### src/rtl/swd_target_emu_if.sv
// SWD wire plus transfer-report bundle between a host (master) and swd_target_emu (slave).
interface swd_target_emu_if;
  logic        swclk;
  logic        swdio_i;
  logic        swdio_o;
  logic        swdio_t;
  logic        xfer_done;
  logic        xfer_rnw;
  logic [2:0]  xfer_addr;
  logic [31:0] xfer_data;
  logic        line_reset;
  logic [7:0]  err_cnt;

  modport slave (
    input  swclk, swdio_i,
    output swdio_o, swdio_t, xfer_done, xfer_rnw, xfer_addr, xfer_data, line_reset, err_cnt
  );

  modport master (
    output swclk, swdio_i,
    input  swdio_o, swdio_t, xfer_done, xfer_rnw, xfer_addr, xfer_data, line_reset, err_cnt
  );
endinterface

### src/rtl/swd_target_emu.sv
// SWD target emulator: oversamples SWCLK, decodes headers and serves eight 32-bit registers.
// Optional WAIT injection is compiled in with SWD_EMU_WAIT_INJECT_EN.
module swd_target_emu #(
  parameter int unsigned TURN_CYCLES = 1,
  parameter int unsigned WAIT_COUNT  = 2,
  parameter logic [31:0] RESET_VAL   = 32'h0
) (
  input logic             clk,
  input logic             resetn,
  swd_target_emu_if.slave bus
);
  localparam logic [2:0] AckOk    = 3'b001;
  localparam logic [2:0] AckFault = 3'b100;
  localparam logic [5:0] TurnLast = 6'(TURN_CYCLES - 1);

  typedef enum logic [2:0] {StIdle, StHdr, StTurn1, StAck, StRdata, StTurn2, StWdata} state_e;

  state_e      state_q;
  logic [2:0]  sync_q;
  logic        tick;
  logic [5:0]  ones_q, ones_d;
  logic        lr_hit;
  logic [5:0]  bit_q;
  logic [6:0]  hdr_q, hdr_nx;
  logic        hdr_ok, abort_hdr;
  logic [2:0]  ack_q, ack_sel, addr;
  logic [31:0] data_q;
  logic [31:0] regs_q [8];
  logic        sticky_q, done_pend_q;
  logic        swdio_o_q, swdio_t_q, xfer_done_q, xfer_rnw_q, line_reset_q;
  logic [2:0]  xfer_addr_q;
  logic [31:0] xfer_data_q;
  logic [7:0]  err_q, err_inc;
`ifdef SWD_EMU_WAIT_INJECT_EN
  localparam logic [2:0] AckWait = 3'b010;
  logic [7:0] wait_q;
`endif

  always_ff @(posedge clk or negedge resetn) begin
    if (!resetn) sync_q <= '0;
    else         sync_q <= {sync_q[1:0], bus.swclk};
  end

  assign tick      = sync_q[1] & ~sync_q[2];
  assign hdr_nx    = {bus.swdio_i, hdr_q[6:1]};
  assign hdr_ok    = (hdr_nx[4] == ^hdr_nx[3:0]) && !hdr_nx[5] && hdr_nx[6];
  assign abort_hdr = (hdr_nx[3:0] == 4'b0000);
  assign addr      = {hdr_q[0], hdr_q[3], hdr_q[2]};
  assign err_inc   = (err_q == 8'hFF) ? err_q : err_q + 8'd1;
  assign lr_hit    = tick && bus.swdio_i && (ones_q == 6'd49);

  always_comb begin
    ones_d = ones_q;
    if (tick) begin
      if (!bus.swdio_i)           ones_d = '0;
      else if (ones_q != 6'd63)   ones_d = ones_q + 6'd1;
    end
  end

  // FAULT outranks WAIT; an ABORT header is let through so sticky_err can be cleared.
  always_comb begin
    ack_sel = AckOk;
    if (sticky_q && !abort_hdr) ack_sel = AckFault;
`ifdef SWD_EMU_WAIT_INJECT_EN
    else if (wait_q < 8'(WAIT_COUNT)) ack_sel = AckWait;
`endif
  end

  always_ff @(posedge clk or negedge resetn) begin
    if (!resetn) begin
      state_q      <= StIdle;
      ones_q       <= '0;
      bit_q        <= '0;
      hdr_q        <= '0;
      ack_q        <= '0;
      data_q       <= '0;
      regs_q       <= '{default: RESET_VAL};
      sticky_q     <= 1'b0;
      done_pend_q  <= 1'b0;
      swdio_o_q    <= 1'b0;
      swdio_t_q    <= 1'b1;
      xfer_done_q  <= 1'b0;
      xfer_rnw_q   <= 1'b0;
      xfer_addr_q  <= '0;
      xfer_data_q  <= '0;
      line_reset_q <= 1'b0;
      err_q        <= '0;
`ifdef SWD_EMU_WAIT_INJECT_EN
      wait_q       <= '0;
`endif
    end else begin
      xfer_done_q  <= 1'b0;
      line_reset_q <= 1'b0;
      ones_q       <= ones_d;
      if (tick && done_pend_q) begin
        done_pend_q <= 1'b0;
        xfer_done_q <= 1'b1;
        xfer_rnw_q  <= hdr_q[1];
        xfer_addr_q <= addr;
        xfer_data_q <= data_q;
      end
      if (lr_hit) begin
        state_q      <= StIdle;
        swdio_t_q    <= 1'b1;
        swdio_o_q    <= 1'b0;
        line_reset_q <= 1'b1;
      end else if (tick) begin
        unique case (state_q)
          StIdle: begin
            swdio_t_q <= 1'b1;
            // Ones beyond a line reset are not start bits.
            if (bus.swdio_i && ones_q < 6'd50) begin
              state_q <= StHdr;
              bit_q   <= '0;
            end
          end
          StHdr: begin
            hdr_q <= hdr_nx;
            bit_q <= bit_q + 6'd1;
            if (bit_q == 6'd6) begin
              bit_q <= '0;
              if (hdr_ok) begin
                state_q <= StTurn1;
                ack_q   <= ack_sel;
`ifdef SWD_EMU_WAIT_INJECT_EN
                if (ack_sel == AckWait) wait_q <= wait_q + 8'd1;
`endif
              end else begin
                state_q <= StIdle;
                err_q   <= err_inc;
              end
            end
          end
          StTurn1: begin
            swdio_t_q <= 1'b1;
            bit_q     <= bit_q + 6'd1;
            if (bit_q == TurnLast) begin
              state_q <= StAck;
              bit_q   <= '0;
            end
          end
          StAck: begin
            swdio_t_q <= 1'b0;
            swdio_o_q <= ack_q[bit_q[1:0]];
            bit_q     <= bit_q + 6'd1;
            if (bit_q == 6'd2) begin
              bit_q <= '0;
              if (ack_q == AckOk && hdr_q[1]) begin
                state_q <= StRdata;
                data_q  <= regs_q[addr];
              end else begin
                state_q <= StTurn2;
              end
            end
          end
          StRdata: begin
            swdio_t_q <= 1'b0;
            bit_q     <= bit_q + 6'd1;
            if (bit_q == 6'd32) begin
              swdio_o_q   <= ^data_q;
              state_q     <= StTurn2;
              bit_q       <= '0;
              done_pend_q <= 1'b1;
`ifdef SWD_EMU_WAIT_INJECT_EN
              wait_q      <= '0;
`endif
            end else begin
              swdio_o_q <= data_q[bit_q[4:0]];
            end
          end
          StTurn2: begin
            swdio_t_q <= 1'b1;
            swdio_o_q <= 1'b0;
            bit_q     <= bit_q + 6'd1;
            if (bit_q == TurnLast) begin
              bit_q   <= '0;
              state_q <= (ack_q == AckOk && !hdr_q[1]) ? StWdata : StIdle;
            end
          end
          StWdata: begin
            bit_q <= bit_q + 6'd1;
            if (bit_q == 6'd32) begin
              state_q <= StIdle;
              bit_q   <= '0;
              if (bus.swdio_i == ^data_q) begin
                regs_q[addr] <= data_q;
                done_pend_q  <= 1'b1;
                if (addr == 3'd0 && data_q[2]) sticky_q <= 1'b0;
`ifdef SWD_EMU_WAIT_INJECT_EN
                wait_q       <= '0;
`endif
              end else begin
                sticky_q <= 1'b1;
                err_q    <= err_inc;
              end
            end else begin
              data_q <= {bus.swdio_i, data_q[31:1]};
            end
          end
          default: state_q <= StIdle;
        endcase
      end
    end
  end

  assign bus.swdio_o    = swdio_o_q;
  assign bus.swdio_t    = swdio_t_q;
  assign bus.xfer_done  = xfer_done_q;
  assign bus.xfer_rnw   = xfer_rnw_q;
  assign bus.xfer_addr  = xfer_addr_q;
  assign bus.xfer_data  = xfer_data_q;
  assign bus.line_reset = line_reset_q;
  assign bus.err_cnt    = err_q;
endmodule
### src/flat_wrapper.sv
// flat-port wrapper written by rule: the top's interface ports become plain ports
module swd_target_emu_flat 
#(
  parameter int unsigned TURN_CYCLES = 1,
  parameter int unsigned WAIT_COUNT  = 2,
  parameter logic [31:0] RESET_VAL   = 32'h0
)
  (clk, resetn, bus_swclk, bus_swdio_i, bus_swdio_o, bus_swdio_t, bus_xfer_done, bus_xfer_rnw, bus_xfer_addr, bus_xfer_data, bus_line_reset, bus_err_cnt);
  swd_target_emu_if bus_i ();
  input logic clk;
  input logic resetn;
  input wire logic [$bits(bus_i.swclk)-1:0] bus_swclk;
  input wire logic [$bits(bus_i.swdio_i)-1:0] bus_swdio_i;
  output wire logic [$bits(bus_i.swdio_o)-1:0] bus_swdio_o;
  output wire logic [$bits(bus_i.swdio_t)-1:0] bus_swdio_t;
  output wire logic [$bits(bus_i.xfer_done)-1:0] bus_xfer_done;
  output wire logic [$bits(bus_i.xfer_rnw)-1:0] bus_xfer_rnw;
  output wire logic [$bits(bus_i.xfer_addr)-1:0] bus_xfer_addr;
  output wire logic [$bits(bus_i.xfer_data)-1:0] bus_xfer_data;
  output wire logic [$bits(bus_i.line_reset)-1:0] bus_line_reset;
  output wire logic [$bits(bus_i.err_cnt)-1:0] bus_err_cnt;
  assign bus_i.swclk = bus_swclk;
  assign bus_i.swdio_i = bus_swdio_i;
  assign bus_swdio_o = bus_i.swdio_o;
  assign bus_swdio_t = bus_i.swdio_t;
  assign bus_xfer_done = bus_i.xfer_done;
  assign bus_xfer_rnw = bus_i.xfer_rnw;
  assign bus_xfer_addr = bus_i.xfer_addr;
  assign bus_xfer_data = bus_i.xfer_data;
  assign bus_line_reset = bus_i.line_reset;
  assign bus_err_cnt = bus_i.err_cnt;
  swd_target_emu #(.TURN_CYCLES(TURN_CYCLES), .WAIT_COUNT(WAIT_COUNT), .RESET_VAL(RESET_VAL)) u_core (.clk(clk), .resetn(resetn), .bus(bus_i));
endmodule
### config.mk
export PLATFORM = sky130hd
export DESIGN_NAME = swd_target_emu_flat
export DESIGN_NICKNAME = d
export VERILOG_FILES = /design/src/rtl/swd_target_emu_if.sv /design/src/rtl/swd_target_emu.sv /design/src/flat_wrapper.sv
export SDC_FILE = /design/constraint.sdc
export NUM_CORES = 1
export LEC_CHECK = 0
export CORE_MARGIN = 5
export CORE_UTILIZATION = 45
export CTS_CLUSTER_SIZE = 16
export DETAILED_ROUTE_END_ITERATION = 7
export MAX_ROUTING_LAYER = met4
export SYNTH_ARGS = -nofsm -noshare
export SYNTH_HDL_FRONTEND = slang
export SYNTH_SLANG_ARGS = --single-unit
export TNS_END_PERCENT = 100
### constraint.sdc
create_clock -name clk -period 4.9 [get_ports clk]
set_input_delay 0.735 -clock clk [delete_from_list [all_inputs] [get_ports clk]]
set_output_delay 0.735 -clock clk [all_outputs]
set_load 0.03 [all_outputs]
---- Word level (Yosys, flattened, before mapping) ----
Cells that the tools add are included.
word-level totals
  flip-flop bits (word level) ............. 366
  input bits .............................. 4
  output and inout bits ................... 48
  logic and storage cells ................. 170
cells by class
  $add $sub $neg .......................... 3
  magnitude comparators ................... 5
  eq/ne operators ......................... 32
  muxes and demuxes ....................... 60
  bitwise operators ....................... 4
  reductions and logical operators ........ 41
operators with widths
  operator                                                                 number
  256-bit bitwise mux                                                      1
  32-bit two-way mux                                                       6
  32-bit binary-select mux with 3-bit select                               1
  32-bit demux with 3-bit select                                           1
  32-bit case mux with 2 select lines                                      1
  6-bit two-way mux                                                        7
  8-bit two-way mux                                                        5
  3-bit two-way mux                                                        11
  32-bit XOR reduction                                                     1
  6-bit case mux with 5 select lines                                       1
  3-bit by 1-bit inequality test with 1-bit output, second input constant  7
  3-bit case mux with 7 select lines                                       1
  1-bit two-way mux                                                        18
  8-bit case mux with 2 select lines                                       1
  5-bit AND reduction                                                      3
  6-bit by 1-bit adder with 6-bit output, second input constant            2
  6-bit == test, second input constant                                     2
  2-bit by 1-bit inequality test with 1-bit output, second input constant  6
  1-bit logical AND                                                        11
  3-bit == test, second input constant                                     3
  8-bit by 1-bit adder with 8-bit output, second input constant            1
  8-bit == test, second input constant                                     1
  2-bit inequality test, second input constant                             4
  8-bit AND reduction                                                      1
  35 further kinds                                                         49

---- Logic depth before layout (Yosys ltp) ----
Gate-level depths: netlist of the first run.
  depth in word-level cells ............... 9
  mapped depth ............................ 12
  gate-level depth less buffers ........... 10

---- Worst setup path before layout of the first run ----
OpenSTA, ideal clock, no wires.
  kind .................................... register to register
  start point ............................. register u_core.bit_q[0]
  end point ............................... register u_core.err_q[1] (netlist: u_core.bus.err_cnt[1])
  library setup time ...................... 0.125 ns
  data arrival time ....................... 2.872 ns
  slack ................................... 1.903 ns
  cell stages (with the launch flop) ...... 10
  clock period less this slack ............ 2.997 ns
  cells stage by stage .................... dfrtp_1 clkbuf_1 inv_1 ha_1 or4b_2 or2_2 a32oi_1 nand3_1 o31ai_2 mux2_2
on the way
  longest elaborated chain between the ends .. 3
ends and longest elaborated chain
  element                                                                    line                                          RTL
  start: declaration                                                         swd_target_emu.sv:23                          logic [5:0] bit_q;
  start signal: assignment                                                   swd_target_emu.sv:119                         bit_q <= bit_q + 6'd1;
  start signal: assignment                                                   swd_target_emu.sv:136                         bit_q <= bit_q + 6'd1;
  start signal: assignment                                                   swd_target_emu.sv:145                         bit_q <= bit_q + 6'd1;
  6-bit == test or 6-bit by 3-bit == test with 1-bit output (tied branches)  swd_target_emu.sv:182, swd_target_emu.sv:120
  2-bit by 1-bit inequality test with 1-bit output (no source line)          --
  7-bit AND reduction (no source line) (*)                                   --
  end signal: assignment                                                     swd_target_emu.sv:130                         err_q <= err_inc;
  end signal: assignment                                                     swd_target_emu.sv:194                         err_q <= err_inc;
  end: declaration                                                           swd_target_emu.sv:33                          logic [7:0] err_q, err_inc;
Every way passes the cells marked *; elsewhere a longest branch is shown, timed or not.
A chain may end at the register's enable or synchronous reset.

---- Worst setup path after layout of the first run ----
  start point ............................. register u_core.data_q[16]
  end point ............................... register u_core.regs_q[184] in the netlist's numbering
on the way
  longest elaborated chain between the ends .. 3
ends and longest elaborated chain
  element                               line                   RTL
  start: declaration                    swd_target_emu.sv:27   logic [31:0] data_q;
  start signal: assignment              swd_target_emu.sv:150  data_q <= regs_q[addr];
  start signal: assignment              swd_target_emu.sv:197  data_q <= {bus.swdio_i, data_q[31:1]};
  32-bit XOR reduction                  swd_target_emu.sv:185  if (bus.swdio_i == ^data_q) begin
  1-bit == test                         swd_target_emu.sv:185
  5-bit AND reduction (no source line)  --
  end signal: indexed assignment        swd_target_emu.sv:186  regs_q[addr] <= data_q;
  end: declaration                      swd_target_emu.sv:28   logic [31:0] regs_q [8];
No other way between the ends.

==> metrics.md, run 1 <==
| Metric | Value |
|---|---|
| Post-synthesis instance total | 1383 |
| Worst setup SP type | register |
| Unrepaired setup endpoints after global routing | false |
| Crit Path Class | register to register |
| Tcrit/Tclk final | 74.3% |
| DP HPWL | 25.5 mm |
| Share of cells above drive strength 1 | 32.9% |
| Ys flop type | dfrtp_1 |
| Area contributors post-synth | dfrtp_1 (52%), mux2_2 (15%), mux2_4 (7.7%) |
| Placement Setup Slack | 0.818 ns |
| Clk buf depth | 3 |
| Count of pins over their slew limit | 0 |
| Mean number of vias per cell | 5.78 |
| Post-CTS Setup Bufs | 0 |
| First-pass GRT wire length | 70.3 mm |
| Netlist cell types | 59 |
| Skew-Pair Late Insertion Delay | 0.56 ns |
| Pre-antenna DRT Iters | 6 |
| TritonCTS Sinks | 365 |
| Largest net degree at the start of global routing | 96 |
| IO buf count | 51 |
| Synthesized flop and latch total | 365 |
| GR Util All Layers | 21.1% |
| Post-synthesis simple-gate area fraction | 5.75% |
| Post-synth EDFFs | 0 |
| Static leakage | 9.14 nW |
| Synth Area in Adders | 0.570% |
| Final hold vios | 0 |
| DRC | 0 |
| Die Span Y | 208 microns |
| Commonest cells post-synth | dfrtp_1 (364), mux2_2 (228), nand2_1 (98), mux2_4 (90), clkbuf_1 (80) |
| Hold Path Class | input pin to asynchronous set/reset pin |
| Most numerous cell in the Yosys netlist | dfrtp_1 |
| CTS root buf | clkbuf_16 |
| Pwr dens | 411 nW/um^2 |
| Core Area | 38600 sq um |
| Final min period | 3.64 ns |
| Worst-Margin Slew | 1.12 ns |
| Ys async rst share | 100% |
| Die area | 43100 sq um |
| Outcome | completed |
| Max-slew headroom | 25.3% |
| Layout Cells excl Fill | 1945 |
| Num rows | 72 |
| Cell Count Post-Placement | 1869 |
| Yosys warning total | 0 |
| Crit. End Element | register |
| Synth Area in Compound Gates | 8.05% |
| Area grow syn2layout | 12.9% |
| Initial antenna violation count | 0 |
| Post-route ant nets | 0 |
| Final setup skew | 0.0146 ns |
| Initial Util | 45.5% |
| Setup-failing EPs final | 0 |
| CP max FO | 32 |
| Worst EP required | 5.34 ns |
| Mapped cell area | 17600 sq um |
| Peak supply drop | 0.000357 V |
| Routed vias | 11200 |
| # hold bufs at CTS | 0 |
| Fin Hold WS | 0.163 ns |
| Syn Area/Cell | 12.7 sq um |
| Crit path arrival time | 4.08 ns |
| Post-synth net total | 1395 |
| Leading area contributor after synthesis | dfrtp_1 |
| Post-synthesis xor/xnor area fraction | 2.22% |
| Starting DRC count in detailed routing | 712 |
| Total Routed Length | 44.3 mm |
| Multi-input gate area | 7810 sq um |
| Largest family of logic cells by synthesized area | multiplexers |
| Ant diodes | 0 |
| Sequential area share after synthesis | 52.0% |
| Setup TNS | 0 ns |
| Overflow left after global routing | 0 |
| Sequential Area | 9140 sq um |
| Fin worst setup slack | 1.26 ns |
| I/O Pins | 52 |
| Vias in the first global route | 11700 |
| Num CTS Buffers | 41 |
| Max cap viols | 0 |
| Gpl congestion | 0.889 |
| Share of the synthesized area in the top cell type | 51.9% |
| CTS H-tree depth | 2 |
| WL per Instance | 22.8 microns |
| Clk pin slew, worst setup/hold paths | 0.06 ns |
| Resized cells post-CTS | 0 |
| Fillcell total | 3281 |
| CTS tree | done |
| Post-synthesis mux area share | 27.7% |
| Die width | 208 microns |
| Final #Nets | 1406 |
| Peak Freq | 275 MHz |
state kept, by name, summed over array words and instances (netlist names), named ones only:
register,cells
u_core.ack_q,2
u_core.bit_q,6
u_core.bus.err_cnt,8
u_core.bus.line_reset,1
u_core.bus.swdio_o,1
u_core.bus.swdio_t,1
u_core.bus.xfer_addr,3
u_core.bus.xfer_data,32
u_core.bus.xfer_done,1
u_core.bus.xfer_rnw,1
u_core.data_q,32
u_core.hdr_q,7
u_core.ones_q,6
u_core.regs_q,256
u_core.state_q,3
u_core.sticky_q,1
u_core.sync_q,3
path summary, 6_finish.rpt:
path / startpoint / end / slack [ns] / depth (start not counted)
worst max-delay path: u_core.data_q[16] / u_core.regs_q[184] / 1.26 / 8
worst max register to register: u_core.data_q[16] / u_core.regs_q[184] / 1.26 / 8
max in group asynchronous: resetn / u_core.regs_q[233] / 3.40 / 2
worst min-delay path: resetn / u_core.regs_q[154] / 0.16 / 1
min in group clk: u_core.sync_q[0] / u_core.sync_q[1] / 0.36 / 0
worst min register to register: u_core.sync_q[0] / u_core.sync_q[1] / 0.36 / 0
layer usage:
metal	share of wire [%]	global-route usage, %	routed length (microns)	vias to the layer above
met1	46	28.7	20300	5876
met3	4.6	3.19	2030	83
met5	0	-	0	-
met4	2.4	6.11	1070	0
met2	47	33.2	20900	294
li1	-	-	-	4989
final cells by class:
type                            instances  share of cell area (%)
Sequential cell                       365                    46.1
Multi-Input combinational cell        886                    39.4
Clock buffer                           65                    6.60
Timing Repair Buffer                   87                    4.15
Tap cell                              518                    3.27
Clock inverter                         11                   0.296
Inverter                               13                   0.246
critical path, cell delays in order, from the launching register on:
cell	delay (ns)
dfrtp_1	0.73
xnor2_1	0.15
xnor2_1	0.16
xnor2_1	0.35
xnor2_2	0.24
xnor3_1	0.46
and2_4	0.23
nand2_2	0.77
mux2_2	0.42
power breakdown:
group          total (mW)  leakage, nW  switching (mW)  internal [mW]
registers            3.33         5.06           0.221           3.11
logic                1.75         3.39            1.17          0.588
clock network        3.07        0.690            1.24           1.83
kinds of logic (layout without fill, tap and decap cells):
| kind of cell | after synthesis | count (layout) |
|---|---|---|
| buffers and inverters | 132 | 176 |
| DFF | 365 | 365 |
| adders and majority gates | 8 | 8 |
| and+or+nand+nor | 224 | 224 |
| xor gates and xnor gates | 42 | 42 |
| AOI/OAI and AO/OA | 229 | 229 |
| muxes | 383 | 383 |
through the flow:
step	area, sq um	power, mW	utilization (%)
3_3_place_gp	18500	5.13	47.8
5_1_grt	19800	8.50	51.3
6_report	19800	8.15	51.3
2_1_floorplan	17600	4.41	-
4_1_cts	19800	8.23	51.3
3_5_place_dp	18500	5.13	47.8
cells in the final DEF, fill, tap and decap left out, drive strengths merged, types with 7 or more instances in the layout:
| cell type | instances |
|---|---|
| o211ai | 8 |
| and3 | 7 |
| a21oi | 68 |
| dfrtp | 364 |
| a221oi | 21 |
| a22oi | 12 |
| clkinv | 11 |
| nor3 | 12 |
| clkbuf | 65 |
| clkdlybuf4s50 | 50 |
| buf | 37 |
| mux4 | 24 |
| nor2 | 62 |
| nand3 | 13 |
| o21ai | 72 |
| xnor2 | 34 |
| xor2 | 7 |
| a22o | 10 |
| inv | 13 |
| mux2 | 318 |
| mux2i | 41 |
| o31ai | 7 |
| ha | 8 |
| nand2b | 7 |
| nand2 | 98 |
No activity file was read; power rests on OpenSTA's default activity.
==> run 2, diff against run 1 <==
clock period = 3.79 ns   (was 4.9 ns; I/O delays follow)
==> run 2 against run 1 <==
Net effect:
- non-clock buffer count is 35 higher
- setup slack lost 0.85 ns
- highest routed layer unchanged
- fmax increased by 7.7%
- largest power group unchanged
- global-route usage hardly changed
- critical path type unchanged
- total power grew 28%
==> metrics.md, run 2 (same netlist as run 1, synthesis figures left out) <==
| Metric | Value |
|---|---|
| Hold Crit Start | u_core.sync_q[0] |
| Num rows | 72 (unchanged) |
| RR Endpoint | u_core.regs_q[141] |
| Vias in the first global route | 11900 (+1.9%) |
| Die area | 43100 sq um (unchanged) |
| Total Routed Length | 44.0 mm (-0.85%) |
| Static leakage | 9.30 nW (+1.8%) |
| Met3 Wirelength | 1.60 mm (-21%) |
| Worst r2r src | u_core.data_q[22] |
| Crit-path slowest cell | dfrtp_1 |
| Buf/Inv on CP | 1 (+1) |
| CP Cell Sequence | xor2_1 -> xnor2_1 -> xnor2_1 -> xnor2_2 -> xnor3_1 -> and2_4 -> and3_4 -> buf_12 -> mux2_4 |
| # hold bufs at CTS | 1 (+1) |
| Pwr dens | 518 nW/um^2 (+26%) |
| Hold Path Class | register to register |
| Cell mode on critical path | xnor2_1 |
| Peak supply drop | 0.000358 V (+0.23%) |
| Final Total Pwr | 10.4 mW (+28%) |
| Max cap viols | 0 (unchanged) |
| Ant diodes | 0 (unchanged) |
| Starting DRC count in detailed routing | 712 (unchanged) |
| Post-route ant nets | 0 (unchanged) |
| Final min period | 3.38 ns (-0.259 ns) |
| Area grow syn2layout | 14.5% |
| Num CTS Buffers | 41 (unchanged) |
| Hold path endpoint | u_core.sync_q[1] |
| Post-CTS Setup Bufs | 0 (unchanged) |
| FF-to-FF path depth | 9 (+1) |
| Worst path max stage delay | 0.59 ns (-0.18 ns) |
| I/O Pins | 52 (unchanged) |
| Clk pin slew, worst setup/hold paths | 0.06 ns (about the same) |
| Most flops, register | u_core.regs_q |
| Peak Freq | 296 MHz (+7.7%) |
| First-pass GRT wire length | 71.1 mm (+1.2%) |
| Worst-Margin Slew | 1.13 ns (+0.0162 ns) |
| Design Area, Final | 20100 sq um (+1.4%) |
| Crit. End Element | register |
| Max reg flops | 256 (unchanged) |
| DRC | 0 (unchanged) |
| Max-slew headroom | 23.9% (-1.4 points) |
| Pre-antenna DRT Iters | 5 (-1) |
| Commonest non-fill, non-tap cell in the layout | dfrtp_1 |
| Share of cells above drive strength 1 | 33.8% (+0.95 points) |
| CTS tree | done |
| Die Span Y | 208 microns (unchanged) |
| CTS H-tree depth | 2 (unchanged) |
| Routed vias | 11200 (-0.30%) |
| Worst reg2reg setup slack | 0.41 ns (-0.85 ns) |
| CP max FO | 18 (-44%) |
| Resized cells post-CTS | 0 (unchanged) |
| Unrepaired setup endpoints after global routing | false |
| Setup TNS | 0 ns (unchanged) |
| TritonCTS Sinks | 365 (unchanged) |
| DP HPWL | 26.6 mm (+4.1%) |
| CTS root buf | clkbuf_16 |
| Setup-failing EPs final | 0 (unchanged) |
| IO buf count | 51 (unchanged) |
| Placed Area | 18800 sq um (+1.9%) |
| Worst EP required | 4.20 ns (-1.14 ns) |
| Clk buf depth | 3 (unchanged) |
| Final setup skew | 0.0131 ns (-0.00153 ns) |
| Crit path arrival time | 3.79 ns (-0.29 ns) |
| Final hold vios | 0 (unchanged) |
| Top Family by Delay on Critical Path | XOR/XNOR gates |
| Crit Path Class | register to register |
| Skew-Pair Late Insertion Delay | 0.54 ns (-0.02 ns) |
| Outcome | completed |
| Largest net degree at the start of global routing | 89 (-7.3%) |
| Initial antenna violation count | 0 (unchanged) |
| Mean number of vias per cell | 5.67 (-1.9%) |
| Count of pins over their slew limit | 0 (unchanged) |
| Met2 WL | 20.8 mm (-0.44%) |
| Gpl congestion | 0.837 (-5.8%) |
| Tcrit/Tclk final | 89.3% (+15 points) |
| Die width | 208 microns (unchanged) |
| Initial Util | 45.5% (unchanged) |
| Worst setup SP type | register |
| WL per Instance | 22.2 microns (-2.4%) |
| GR Util All Layers | 21.1% (+0.031 points) |
| Final #Nets | 1441 (+2.5%) |
| Metal-1 WL | 20.7 mm (+1.7%) |
| Commonest cells after routing, fill and taps aside | dfrtp_1 (361), mux2_2 (228), nand2_1 (93), mux2_4 (90), o21ai_0 (71) |
| Hold path depth | 0 |
| Core Area | 38600 sq um (unchanged) |
| Overflow left after global routing | 0 (unchanged) |
| Top Layer Used | met4 |
-- run 2: cell types whose count changed in the layout (fill, tap and decap cells not counted) --
cell           delta
dlygate4sd3_1     +1
clkbuf_1          +6
buf_4            +26
clkinv_2          -6
buf_12            +8
inv_6             +1
clkbuf_8          -3
clkbuf_16         -2
-- run 2: how the worst max path moves through the flow --
stage	startpoint	to	slack, ns	depth (start not counted)
after global placement	u_core.data_q[22]	u_core.regs_q[149]	0.55	9
after floorplan	u_core.bit_q[0]	u_core.bus.err_cnt[1]	0.79	9
after CTS	u_core.data_q[22]	u_core.regs_q[141]	0.41	9
final	u_core.data_q[22]	u_core.regs_q[141]	0.41	9
after global routing	u_core.data_q[22]	u_core.regs_q[142]	0.25	9
after detailed placement	u_core.data_q[22]	u_core.regs_q[154]	0.43	9
-- run 2: through the flow --
stage / hold WS, ns / util (%) / instances / setup WS [ns]
after floorplan: 0.273 / - / 1383 / 0.793
after global placement: 0.349 / 48.7 / 1903 / 0.551
after detailed placement: 0.348 / 48.7 / 1903 / 0.432
after CTS: 0.361 / 52.0 / 1976 / 0.413
after global routing: 0.365 / 52.0 / 1976 / 0.246
final: 0.355 / 52.0 / 1976 / 0.406
-- run 2: worst register-to-register path, stage by stage, from the launching register on --
cell	delay (ns)
dfrtp_1	0.59
xor2_1	0.26
xnor2_1	0.12
xnor2_1	0.39
xnor2_2	0.20
xnor3_1	0.42
and2_4	0.25
and3_4	0.44
buf_12	0.27
mux2_4	0.33
-- run 2: per-layer routing --
| layer | vias to the layer above | track usage (%) |
|---|---|---|
| met5 | - | - |
| met4 | 0 | 4.83 |
| met3 | 66 | 2.98 |
| met2 | 225 | 33.3 |
| met1 | 5866 | 29.4 |
| li1 | 5051 | - |
-- run 2: area by class of cell --
cell class                      count  area (sq um)
Clock inverter                      6          37.5
Tap cell                          518           648
Clock buffer                       66          1240
Fill cell                        3329         18500
Timing Repair Buffer              122          1190
Multi-Input combinational cell    886          7810
Inverter                           13          48.8
Sequential cell                   365          9140
-- run 2: where the power goes --
part	total, mW	switching, mW	internal (mW)
clock network	3.80	1.57	2.23
logic	2.36	1.57	0.793
registers	4.26	0.245	4.02
total	10.4	3.38	7.04
==> run 3, diff against run 2 <==
CELL_PAD_IN_SITES_DETAIL_PLACEMENT = 0   (was unset)
CELL_PAD_IN_SITES_GLOBAL_PLACEMENT = 1   (was unset)
PLACE_DENSITY_LB_ADDON = 0.1   (was unset)
==> run 3 against run 2 <==
Net effect:
- clock-buffer cell count decreased by 6
- combinational power up 8%
- utilization grew 0.23 points
- worst hold slack got worse by 0.31 ns
- highest routed layer unchanged
==> metrics.md, run 3 (same netlist as run 1, synthesis figures left out) <==
| Metric | Value |
|---|---|
| Final #Nets | 1449 (+0.56%) |
| DP HPWL | 28.6 mm (+7.7%) |
| Post-CTS Setup Bufs | 0 (unchanged) |
| Fillcell total | 3387 (+1.7%) |
| Crit. End Element | register |
| TritonCTS Sinks | 365 (unchanged) |
| Pwr dens | 521 nW/um^2 (+0.51%) |
| Peak supply drop | 0.000372 V (+3.9%) |
| Clock share of power | 36.3% (about the same) |
| DRC | 0 (unchanged) |
| Max-slew headroom | 25.2% (+1.3 points) |
| Int Pwr | 7.05 mW (+0.22%) |
| Pre-antenna DRT Iters | 5 (unchanged) |
| Skew-Pair Late Insertion Delay | 0.56 ns (+0.02 ns) |
| Setup-failing EPs final | 0 (unchanged) |
| Mean number of vias per cell | 5.68 (+0.20%) |
| Worst EP required | 4.24 ns (+0.04 ns) |
| Gpl congestion | 0.827 (-1.2%) |
| Ant diodes | 0 (unchanged) |
| Initial Util | 45.5% (unchanged) |
| Clk pin slew, worst setup/hold paths | 0.06 ns (about the same) |
| CTS root buf | clkbuf_16 |
| Tcrit/Tclk final | 88.0% (-1.3 points) |
| Worst-Margin Slew | 1.12 ns (-0.0144 ns) |
| Total Routed Length | 46.9 mm (+6.8%) |
| Sequential share of power | 39.5% (-1.4 points) |
| Combinational power share | 24.1% (+1.4 points) |
| Crit Path Class | register to register |
| Setup TNS | 0 ns (unchanged) |
| Commonest non-fill, non-tap cell in the layout | dfrtp_1 |
| Die Span Y | 208 microns (unchanged) |
| Vias in the first global route | 11800 (-0.90%) |
| Unrepaired setup endpoints after global routing | false |
| Overflow left after global routing | 0 (unchanged) |
| Clk buf depth | 3 (unchanged) |
| Area grow syn2layout | 15.0% |
| Core Area | 38600 sq um (unchanged) |
| Crit path arrival time | 3.79 ns (about the same) |
| CP max FO | 13 (-5) |
| Max cap viols | 0 (unchanged) |
| Largest net degree at the start of global routing | 99 (+11%) |
| CTS H-tree depth | 2 (unchanged) |
| Fin worst setup slack | 0.455 ns (+0.0484 ns) |
| Num CTS Buffers | 42 (+2.4%) |
| Final setup skew | 0.0211 ns (+0.00800 ns) |
| Die area | 43100 sq um (unchanged) |
| # hold bufs at CTS | 0 (-1) |
| GR Util All Layers | 22.5% (+1.4 points) |
| Cell Count Post-Placement | 1911 (+0.42%) |
| Routed vias | 11300 (+0.50%) |
| Layout Utilization | 52.3% (+0.23 points) |
| Count of pins over their slew limit | 0 (unchanged) |
| Resized cells post-CTS | 0 (unchanged) |
| WL per Instance | 23.7 microns (+6.5%) |
| Most flops, register | u_core.regs_q |
| Placement Setup Slack | 0.451 ns (+0.0192 ns) |
| Layout Cells excl Fill | 1982 (+0.30%) |
| Psw | 3.46 mW (+2.5%) |
| First-pass GRT wire length | 74.1 mm (+4.1%) |
| Starting DRC count in detailed routing | 574 (-19%) |
| Worst setup SP type | register |
| CTS tree | done |
| Die width | 208 microns (unchanged) |
| Post-route ant nets | 0 (unchanged) |
| Final hold vios | 0 (unchanged) |
| Max reg flops | 256 (unchanged) |
| Outcome | completed |
| IO buf count | 51 (unchanged) |
| Hold Path Class | input pin to asynchronous set/reset pin |
| Num rows | 72 (unchanged) |
| Commonest cells after routing, fill and taps aside | dfrtp_1 (361), mux2_2 (228), nand2_1 (93), mux2_4 (90), o21ai_0 (71) |
| Static leakage | 9.35 nW (+0.55%) |
| Peak Freq | 300 MHz (+1.5%) |
| Initial antenna violation count | 0 (unchanged) |
| Sw Share | 32.9% (+0.49 points) |
| Share of cells above drive strength 1 | 34.4% (+0.61 points) |
| I/O Pins | 52 (unchanged) |
| Final min period | 3.34 ns (-0.0484 ns) |
## run 3: power by group through the flow
| stage | sequential (mW) | combinational, mW | clock [mW] |
|---|---|---|---|
| global route | 4.18 | 2.73 | 4.08 |
| CTS | 4.16 | 2.55 | 3.93 |
| global placement | 4.22 | 2.55 | 0 |
| detailed placement | 4.22 | 2.54 | 0 |
| finish | 4.16 | 2.54 | 3.82 |
| floorplan | 4.23 | 1.48 | 0 |
## run 3: routing by layer
layer  share of wire, %  global-route usage (%)  vias up
li1                   -                       -     5076
met3                3.5                    3.22       70
met5                  0                       -        -
met1                 48                    32.3     5915
met4                2.4                    6.32        0
met2                 46                    33.9      203
## run 3: per-stage QoR
stage / hold WS (ns) / area (sq um) / power (mW)
2_1_floorplan: 0.273 / 17600 / 5.70
3_3_place_gp: 0.344 / 18900 / 6.77
3_5_place_dp: 0.339 / 18900 / 6.77
4_1_cts: 0.0841 / 20200 / 10.6
5_1_grt: 0.118 / 20200 / 11.0
6_report: 0.0489 / 20200 / 10.5
## run 3: worst max-delay path, stage by stage, from the launching register on
cell and delay (ns):
dfrtp_1 0.67, xor2_1 0.22, xnor2_1 0.11, xnor2_1 0.33, xnor2_2 0.22, xnor3_1 0.39, and2_4 0.25, and3_4 0.40
buf_4 0.27, mux2_2 0.36
## run 3: layout make-up
cell class / count / area (sq um) / area share (%)
flip-flops and latches: 365 / 9140 / 45.3
multi-input cells: 886 / 7810 / 38.7
repair buffers: 129 / 1280 / 6.32
clock buffers: 60 / 1210 / 5.98
well taps: 518 / 648 / 3.21
clock inverters: 11 / 68.8 / 0.341
inverters: 13 / 48.8 / 0.242
## run 3: final timing paths
path | from | end | slack [ns] | depth (start not counted)
min in group clk | u_core.sync_q[0] | u_core.sync_q[1] | 0.35 | 0
max reg2reg | u_core.data_q[11] | u_core.regs_q[0] | 0.45 | 9
max in group asynchronous | resetn | u_core.regs_q[214] | 2.77 | 2
min reg2reg | u_core.sync_q[0] | u_core.sync_q[1] | 0.35 | 0
min | resetn | u_core.bus.xfer_data[25] | 0.05 | 1
max | u_core.data_q[11] | u_core.regs_q[0] | 0.45 | 9
